==> config.mk <==
export PLATFORM = sky130hd
export DESIGN_NAME = hkspi_stream_master
export DESIGN_NICKNAME = d
export VERILOG_FILES = /design/src/rtl/hkspi_pkg.sv /design/src/rtl/hkspi_byte_shifter.sv /design/src/rtl/hkspi_stream_master.sv
export SDC_FILE = /design/constraint.sdc
export NUM_CORES = 1
export LEC_CHECK = 0
export ABC_AREA = 1
export CAP_MARGIN = 15
export CELL_PAD_IN_SITES_DETAIL_PLACEMENT = 1
export CELL_PAD_IN_SITES_GLOBAL_PLACEMENT = 1
export CORE_MARGIN = 4
export CORE_UTILIZATION = 42
export CTS_BUF_LIST = sky130_fd_sc_hd__clkbuf_16
export CTS_CLUSTER_DIAMETER = 30
export DETAILED_ROUTE_END_ITERATION = 16
export HOLD_SLACK_MARGIN = 0.03
export PLACE_DENSITY_LB_ADDON = 0.25
export REMOVE_ABC_BUFFERS = 1
export SYNTH_ARGS = -nofsm -noshare
export SYNTH_HDL_FRONTEND = slang
export SYNTH_SLANG_ARGS = --single-unit
==> constraint.sdc <==
create_clock -name clock -period 4.3 [get_ports clock]
set_clock_uncertainty 0.1 [all_clocks]
set_input_delay 0.86 -clock clock [delete_from_list [all_inputs] [get_ports clock]]
set_output_delay 0.86 -clock clock [all_outputs]
set_load 0.01 [all_outputs]
==> src/rtl/hkspi_pkg.sv <==
// Shared opcodes, byte selectors and FSM states for the
// housekeeping-SPI stream master.
package hkspi_pkg;

  localparam logic [7:0] HKSPI_CMD_WRITE_STREAM = 8'h80;
  localparam logic [7:0] HKSPI_CMD_READ_STREAM  = 8'h40;
  localparam logic [7:0] HKSPI_CMD_NOP          = 8'h00;

  localparam logic [1:0] SEL_OP   = 2'd0;
  localparam logic [1:0] SEL_ADDR = 2'd1;
  localparam logic [1:0] SEL_DATA = 2'd2;

  typedef enum logic [2:0] {
    ST_IDLE,
    ST_CS_SETUP,
    ST_LOAD,
    ST_BIT_LO,
    ST_BIT_HI,
    ST_BYTE_END,
    ST_CS_HOLD,
    ST_CS_GAP
  } hkspi_state_e;

endpackage

==> src/rtl/hkspi_byte_shifter.sv <==
// One SPI byte, MSB first: SCK phase divider, bit counter,
// TX/RX shift registers. SDO is sampled on the last low-phase cycle.
module hkspi_byte_shifter #(
  parameter int CLK_DIV = 4
) (
  input  logic       clk_i,
  input  logic       rst_ni,
  input  logic       load_i,
  input  logic [7:0] data_i,
  input  logic       sdo_i,
  output logic       sck_o,
  output logic       sdi_o,
  output logic       lo_done_o,
  output logic       bit_done_o,
  output logic       byte_done_o,
  output logic [7:0] rx_o
);

  localparam int DIV_W = $clog2(CLK_DIV);
  localparam logic [DIV_W-1:0] DIV_MAX = DIV_W'(CLK_DIV - 1);

  logic             active_q;
  logic             phase_q;
  logic [DIV_W-1:0] div_q;
  logic [2:0]       bit_q;
  logic [7:0]       tx_q;
  logic [7:0]       rx_q;
  logic             div_end;

  assign div_end     = active_q && (div_q == DIV_MAX);
  assign lo_done_o   = div_end && !phase_q;
  assign bit_done_o  = div_end && phase_q;
  assign byte_done_o = bit_done_o && (bit_q == 3'd7);
  assign sck_o       = phase_q;
  assign sdi_o       = tx_q[7];
  assign rx_o        = rx_q;

  // tx shifts after every bit, so it is empty (SDI=0) between bytes
  always_ff @(posedge clk_i) begin
    if (!rst_ni) begin
      active_q <= 1'b0;
      phase_q  <= 1'b0;
      div_q    <= '0;
      bit_q    <= 3'd0;
      tx_q     <= 8'h00;
      rx_q     <= 8'h00;
    end else if (load_i) begin
      active_q <= 1'b1;
      phase_q  <= 1'b0;
      div_q    <= '0;
      bit_q    <= 3'd0;
      tx_q     <= data_i;
    end else if (active_q) begin
      if (div_end) begin
        div_q   <= '0;
        phase_q <= !phase_q;
        if (!phase_q) begin
          rx_q <= {rx_q[6:0], sdo_i};
        end else begin
          tx_q  <= {tx_q[6:0], 1'b0};
          bit_q <= bit_q + 3'd1;
          if (bit_q == 3'd7) active_q <= 1'b0;
        end
      end else begin
        div_q <= div_q + 1'b1;
      end
    end
  end

endmodule

==> src/rtl/hkspi_stream_master.sv <==
// Housekeeping-SPI stream master: opcode, address, then N data
// bytes, with valid/ready streams for write and read data.
module hkspi_stream_master
  import hkspi_pkg::*;
#(
  parameter int CLK_DIV = 4,
  parameter int LEN_W   = 5
) (
  input  logic             clock,
  input  logic             resetb,
  input  logic             cmd_valid,
  output logic             cmd_ready,
  input  logic             cmd_write,
  input  logic [7:0]       cmd_addr,
  input  logic [LEN_W-1:0] cmd_len,
  input  logic             wr_valid,
  output logic             wr_ready,
  input  logic [7:0]       wr_data,
  output logic             rd_valid,
  input  logic             rd_ready,
  output logic [7:0]       rd_data,
  output logic             busy,
  output logic             done,
  output logic             spi_sck,
  output logic             spi_csb,
  output logic             spi_sdi,
  input  logic             spi_sdo
);

  localparam int DIV_W = $clog2(CLK_DIV);
  localparam logic [DIV_W-1:0] DIV_MAX = DIV_W'(CLK_DIV - 1);

  hkspi_state_e     state_q, state_d;
  logic [DIV_W-1:0] cnt_q, cnt_d;
  logic             write_q, write_d;
  logic [7:0]       addr_q, addr_d;
  logic [LEN_W-1:0] len_q, len_d;
  logic [LEN_W-1:0] dcnt_q, dcnt_d;
  logic [1:0]       sel_q, sel_d;
  logic             csb_q, csb_d;
  logic             rdv_q, rdv_d;
  logic [7:0]       rdd_q, rdd_d;
  logic             done_q, done_d;

  logic       load;
  logic [7:0] tx_byte;
  logic       lo_done;
  logic       bit_done;
  logic       byte_done;
  logic [7:0] rx_byte;
  logic       is_data;
  logic       data_left;

  assign is_data   = (sel_q == SEL_DATA);
  assign data_left = (dcnt_q != len_q);

  hkspi_byte_shifter #(.CLK_DIV(CLK_DIV)) u_shift (
    .clk_i       (clock),
    .rst_ni      (resetb),
    .load_i      (load),
    .data_i      (tx_byte),
    .sdo_i       (spi_sdo),
    .sck_o       (spi_sck),
    .sdi_o       (spi_sdi),
    .lo_done_o   (lo_done),
    .bit_done_o  (bit_done),
    .byte_done_o (byte_done),
    .rx_o        (rx_byte)
  );

  always_ff @(posedge clock) begin
    if (!resetb) begin
      state_q <= ST_IDLE;
      cnt_q   <= '0;
      write_q <= 1'b0;
      addr_q  <= 8'h00;
      len_q   <= '0;
      dcnt_q  <= '0;
      sel_q   <= SEL_OP;
      csb_q   <= 1'b1;
      rdv_q   <= 1'b0;
      rdd_q   <= 8'h00;
      done_q  <= 1'b0;
    end else begin
      state_q <= state_d;
      cnt_q   <= cnt_d;
      write_q <= write_d;
      addr_q  <= addr_d;
      len_q   <= len_d;
      dcnt_q  <= dcnt_d;
      sel_q   <= sel_d;
      csb_q   <= csb_d;
      rdv_q   <= rdv_d;
      rdd_q   <= rdd_d;
      done_q  <= done_d;
    end
  end

  always_comb begin
    state_d = state_q;
    cnt_d   = cnt_q;
    write_d = write_q;
    addr_d  = addr_q;
    len_d   = len_q;
    dcnt_d  = dcnt_q;
    sel_d   = sel_q;
    csb_d   = csb_q;
    rdv_d   = rdv_q;
    rdd_d   = rdd_q;
    done_d  = 1'b0;
    load    = 1'b0;
    unique case (state_q)
      ST_IDLE: begin
        if (cmd_valid) begin
          state_d = ST_CS_SETUP;
          cnt_d   = '0;
          write_d = cmd_write;
          addr_d  = cmd_addr;
          len_d   = cmd_len;
          dcnt_d  = '0;
          sel_d   = SEL_OP;
          csb_d   = 1'b0;
        end
      end
      ST_CS_SETUP: begin
        if (cnt_q == DIV_MAX) begin
          cnt_d   = '0;
          state_d = ST_LOAD;
        end else begin
          cnt_d = cnt_q + 1'b1;
        end
      end
      ST_LOAD: begin
        if (is_data && !data_left) begin
          cnt_d   = '0;
          state_d = ST_CS_HOLD;
        end else if (!(is_data && write_q && !wr_valid)) begin
          load    = 1'b1;
          state_d = ST_BIT_LO;
        end
      end
      ST_BIT_LO: begin
        if (lo_done) state_d = ST_BIT_HI;
      end
      ST_BIT_HI: begin
        if (byte_done) begin
          state_d = ST_BYTE_END;
          if (is_data && !write_q) begin
            rdv_d = 1'b1;
            rdd_d = rx_byte;
          end
        end else if (bit_done) begin
          state_d = ST_BIT_LO;
        end
      end
      ST_BYTE_END: begin
        if (!rdv_q || rd_ready) begin
          rdv_d   = 1'b0;
          state_d = ST_LOAD;
          if (is_data) dcnt_d = dcnt_q + 1'b1;
          else         sel_d  = sel_q + 2'd1;
        end
      end
      ST_CS_HOLD: begin
        if (cnt_q == DIV_MAX) begin
          cnt_d   = '0;
          csb_d   = 1'b1;
          state_d = ST_CS_GAP;
        end else begin
          cnt_d = cnt_q + 1'b1;
        end
      end
      ST_CS_GAP: begin
        if (cnt_q == DIV_MAX) begin
          cnt_d   = '0;
          done_d  = 1'b1;
          state_d = ST_IDLE;
        end else begin
          cnt_d = cnt_q + 1'b1;
        end
      end
    endcase
  end

  always_comb begin
    cmd_ready = (state_q == ST_IDLE);
    busy      = (state_q != ST_IDLE);
    wr_ready  = (state_q == ST_LOAD) && is_data && write_q
                && data_left && wr_valid;
    unique case (sel_q)
      SEL_OP:   tx_byte = write_q ? HKSPI_CMD_WRITE_STREAM
                                  : HKSPI_CMD_READ_STREAM;
      SEL_ADDR: tx_byte = addr_q;
      default:  tx_byte = write_q ? wr_data : HKSPI_CMD_NOP;
    endcase
  end

  assign rd_valid = rdv_q;
  assign rd_data  = rdd_q;
  assign done     = done_q;
  assign spi_csb  = csb_q;

endmodule

==> impl_metrics.tcl <==
set metrics [dict create \
    drc 0 \
    ios 44 \
    clock_path_buffers 2 \
    yosysUniqueCellTypes 38 \
    final.period_utilization_pct 78.8 \
    ys_seq_area_share_pct 39.7 \
    setup_tns_ns 0 \
    ant_nets 0 \
    htreeDepth 3 \
    yosysWarnings 0 \
    routed_via_density 5.15 \
    clkTransAtPathRegs_ns 0.05 \
    wl_met2_mm 3.98 \
    core_area_um2 6910 \
    leakagePower_nw 1.56 \
    fmax_ghz 0.295 \
    end_kind "output pin" \
    power_mw 2.20 \
    slew_headroom_pct 51.7 \
    hold_class "reg2reg" \
    cap_viol_max_count 0 \
    layout_min_cycle_time_ns 3.39 \
    portBuffers 43 \
    die_x_um 92.8 \
    ys_ff_latch 60 \
    status "finished, final reports clean" \
    drt_iter0_markers 107 \
    diodes 0 \
    syn_avg_cell_area_um2 7.32 \
    cts_tree "built" \
    row_count 30 \
    final-setup-viol-count 0 \
    cp_data_arrival_time_ns 2.43 \
    p_switching_mw 0.843 \
    power_frac_clock_pct 31.3 \
    gp_congestion 0.847 \
    postCtsHoldBufs 0 \
    grt_max_degree 33 \
    cp_common_cell "inv_1" \
    area_growth_pct 25.8 \
    top_layer_used "met4" \
    pwr-share-seq_pct 32.3 \
    p_int_mw 1.35 \
    dp_hpwl_mm 5.56 \
    dieArea_um2 8620 \
    wire_per_inst_um 14.6 \
    switching_share_pct 38.4 \
    final_common_cell "nand2_1" \
    met3_length_um 298 \
    grt_pass1_vias 2852 \
    synthCells 413 \
    antenna_found_initial 0 \
    clk_latency_ns 0.32 \
    pwr_density_cell_nw_per_um2 578 \
    initial_utilization_pct 43.8 \
    wirelength_mm 8.12 \
    final_cell_mix "nand2_1, dfxtp_1, clkdlybuf4s50_1" \
    combPwrFrac_pct 36.4 \
    ctsRootBufferMaster "clkbuf_16" \
    crit_path_max_fanout 12 \
    grt_util_all_layers_pct 19.3 \
    die_h_um 92.8 \
    syn-cell-area_um2 3020 \
    clock_sinks 60 \
    overflow 0 \
    grt_first_pass_wirelength_mm 13.5 \
    numCtsBuffers 9 \
    drive_gt1_share_pct 11.1 \
    nNetsFinal 490 \
    cts_setup_buffers 0 \
    peakVddDrop_v 0.000280 \
    dr.pass1.iters 4 \
    rsz0062_at_grt "no" \
    worst_slew_pin_slew_ns 0.722 \
    ctsResizeCount 0 \
    vias 2860 \
    cp-start-kind "flip-flop" \
    cp_slowest_cell "clkdlybuf4s50_1" \
    crit_chain "inv_2, nand2_1, nor2_2, inv_1, nor2_1, nand3_1, inv_1, clkdlybuf4s50_1" \
    max_stage_delay_ns 0.53 \
    worstPathRequired_ns 3.34 \
    hold_viol 0 \
    met1_length_mm 3.67 \
    worst-setup-path-type "reg2out" \
    slew_violations 0 \
]
[registers in the layout, indices dropped and copies added, names as in the netlist, 2 cells and up]
| signal | count |
|---|---|
| dcnt_q | 5 |
| len_q | 5 |
| cnt_q | 2 |
| u_shift.div_q | 2 |
| rd_data | 8 |
| u_shift.tx_q | 8 |
| state_q | 3 |
| u_shift.rx_o | 8 |
| u_shift.bit_q | 3 |
| addr_q | 8 |
| sel_q | 2 |
[Yosys cell counts, drive strengths merged]
master  number  area (um^2)
a31oi        1         6.26
buf         10         70.1
and3         1         6.26
xor2         2         17.5
nor2        51          260
o22ai        1         6.26
a21boi       5         37.5
dfxtp       60         1200
o21ai       15         78.8
nand4       11         83.8
nand3b       1         7.51
xnor2        1         8.76
a211oi       9         77.6
or2          3         18.8
mux2i        1         10.0
nor3         3         20.0
nand3       39          223
a21oi       42          210
ha           8          100
clkbuf       5         18.8
nand2      100          395
inv         44          165
[cell type report]
type	count	area (um^2)
fill	896	3100
multi-input combinational	294	1570
sequential	60	1200
timing repair buffer	45	465
clock buffer	9	225
inverter	44	165
tap	96	120
clock inverter	7	58.8
[power by group through the flow]
| stage | sequential (mW) | combinational [mW] | clock, mW |
|---|---|---|---|
| after CTS | 0.708 | 0.802 | 0.696 |
| after global placement | 0.712 | 0.744 | 0 |
| after floorplan | 0.703 | 0.549 | 0 |
| after detailed placement | 0.719 | 0.778 | 0 |
| after global routing | 0.720 | 0.893 | 0.722 |
| final | 0.709 | 0.799 | 0.688 |
[critical path: cells and delay by family, from the launching register on]
family | cells | cell delay, ns
simple gates | 4 | 0.80
buf+inv | 4 | 0.90
flops | 1 | 0.39
[kinds of logic after synthesis]
family | synth area share [%]
buf+inv | 8.40
simple gates | 33.6
fa+ha+maj | 3.31
mux | 0.331
flops | 39.7
compound gates | 13.8
xor+xnor | 0.869
[metal layers]
| metal | GRT usage [%] | vias to the layer above |
|---|---|---|
| li1 | - | 1438 |
| met1 | 23.8 | 1352 |
| met2 | 33.4 | 52 |
| met3 | 4.39 | 18 |
| met4 | 6.11 | 0 |
| met5 | 0 | - |
[final timing paths]
kind	startpoint	end	slack (ns)	cells after the start
setup / recovery	state_q[2]	wr_ready	0.91	8
hold / removal	len_q[2]	len_q[2]	0.37	2
setup reg to reg	state_q[2]	u_shift.rx_o[3]	2.11	8
hold reg to reg	len_q[2]	len_q[2]	0.37	2
[per-stage QoR]
stage	std cells	cell area (um^2)	hold WS [ns]	worst slack, ns	util [%]
floorplan	398	2930	0.324	2.14	-
global placement	538	3490	0.345	1.36	50.6
detailed placement	538	3490	0.361	1.31	50.6
CTS	554	3780	0.369	0.922	54.7
global route	555	3800	0.389	0.720	55.1
finish	555	3800	0.365	0.912	55.1
Power figures use the tool's default switching activity.
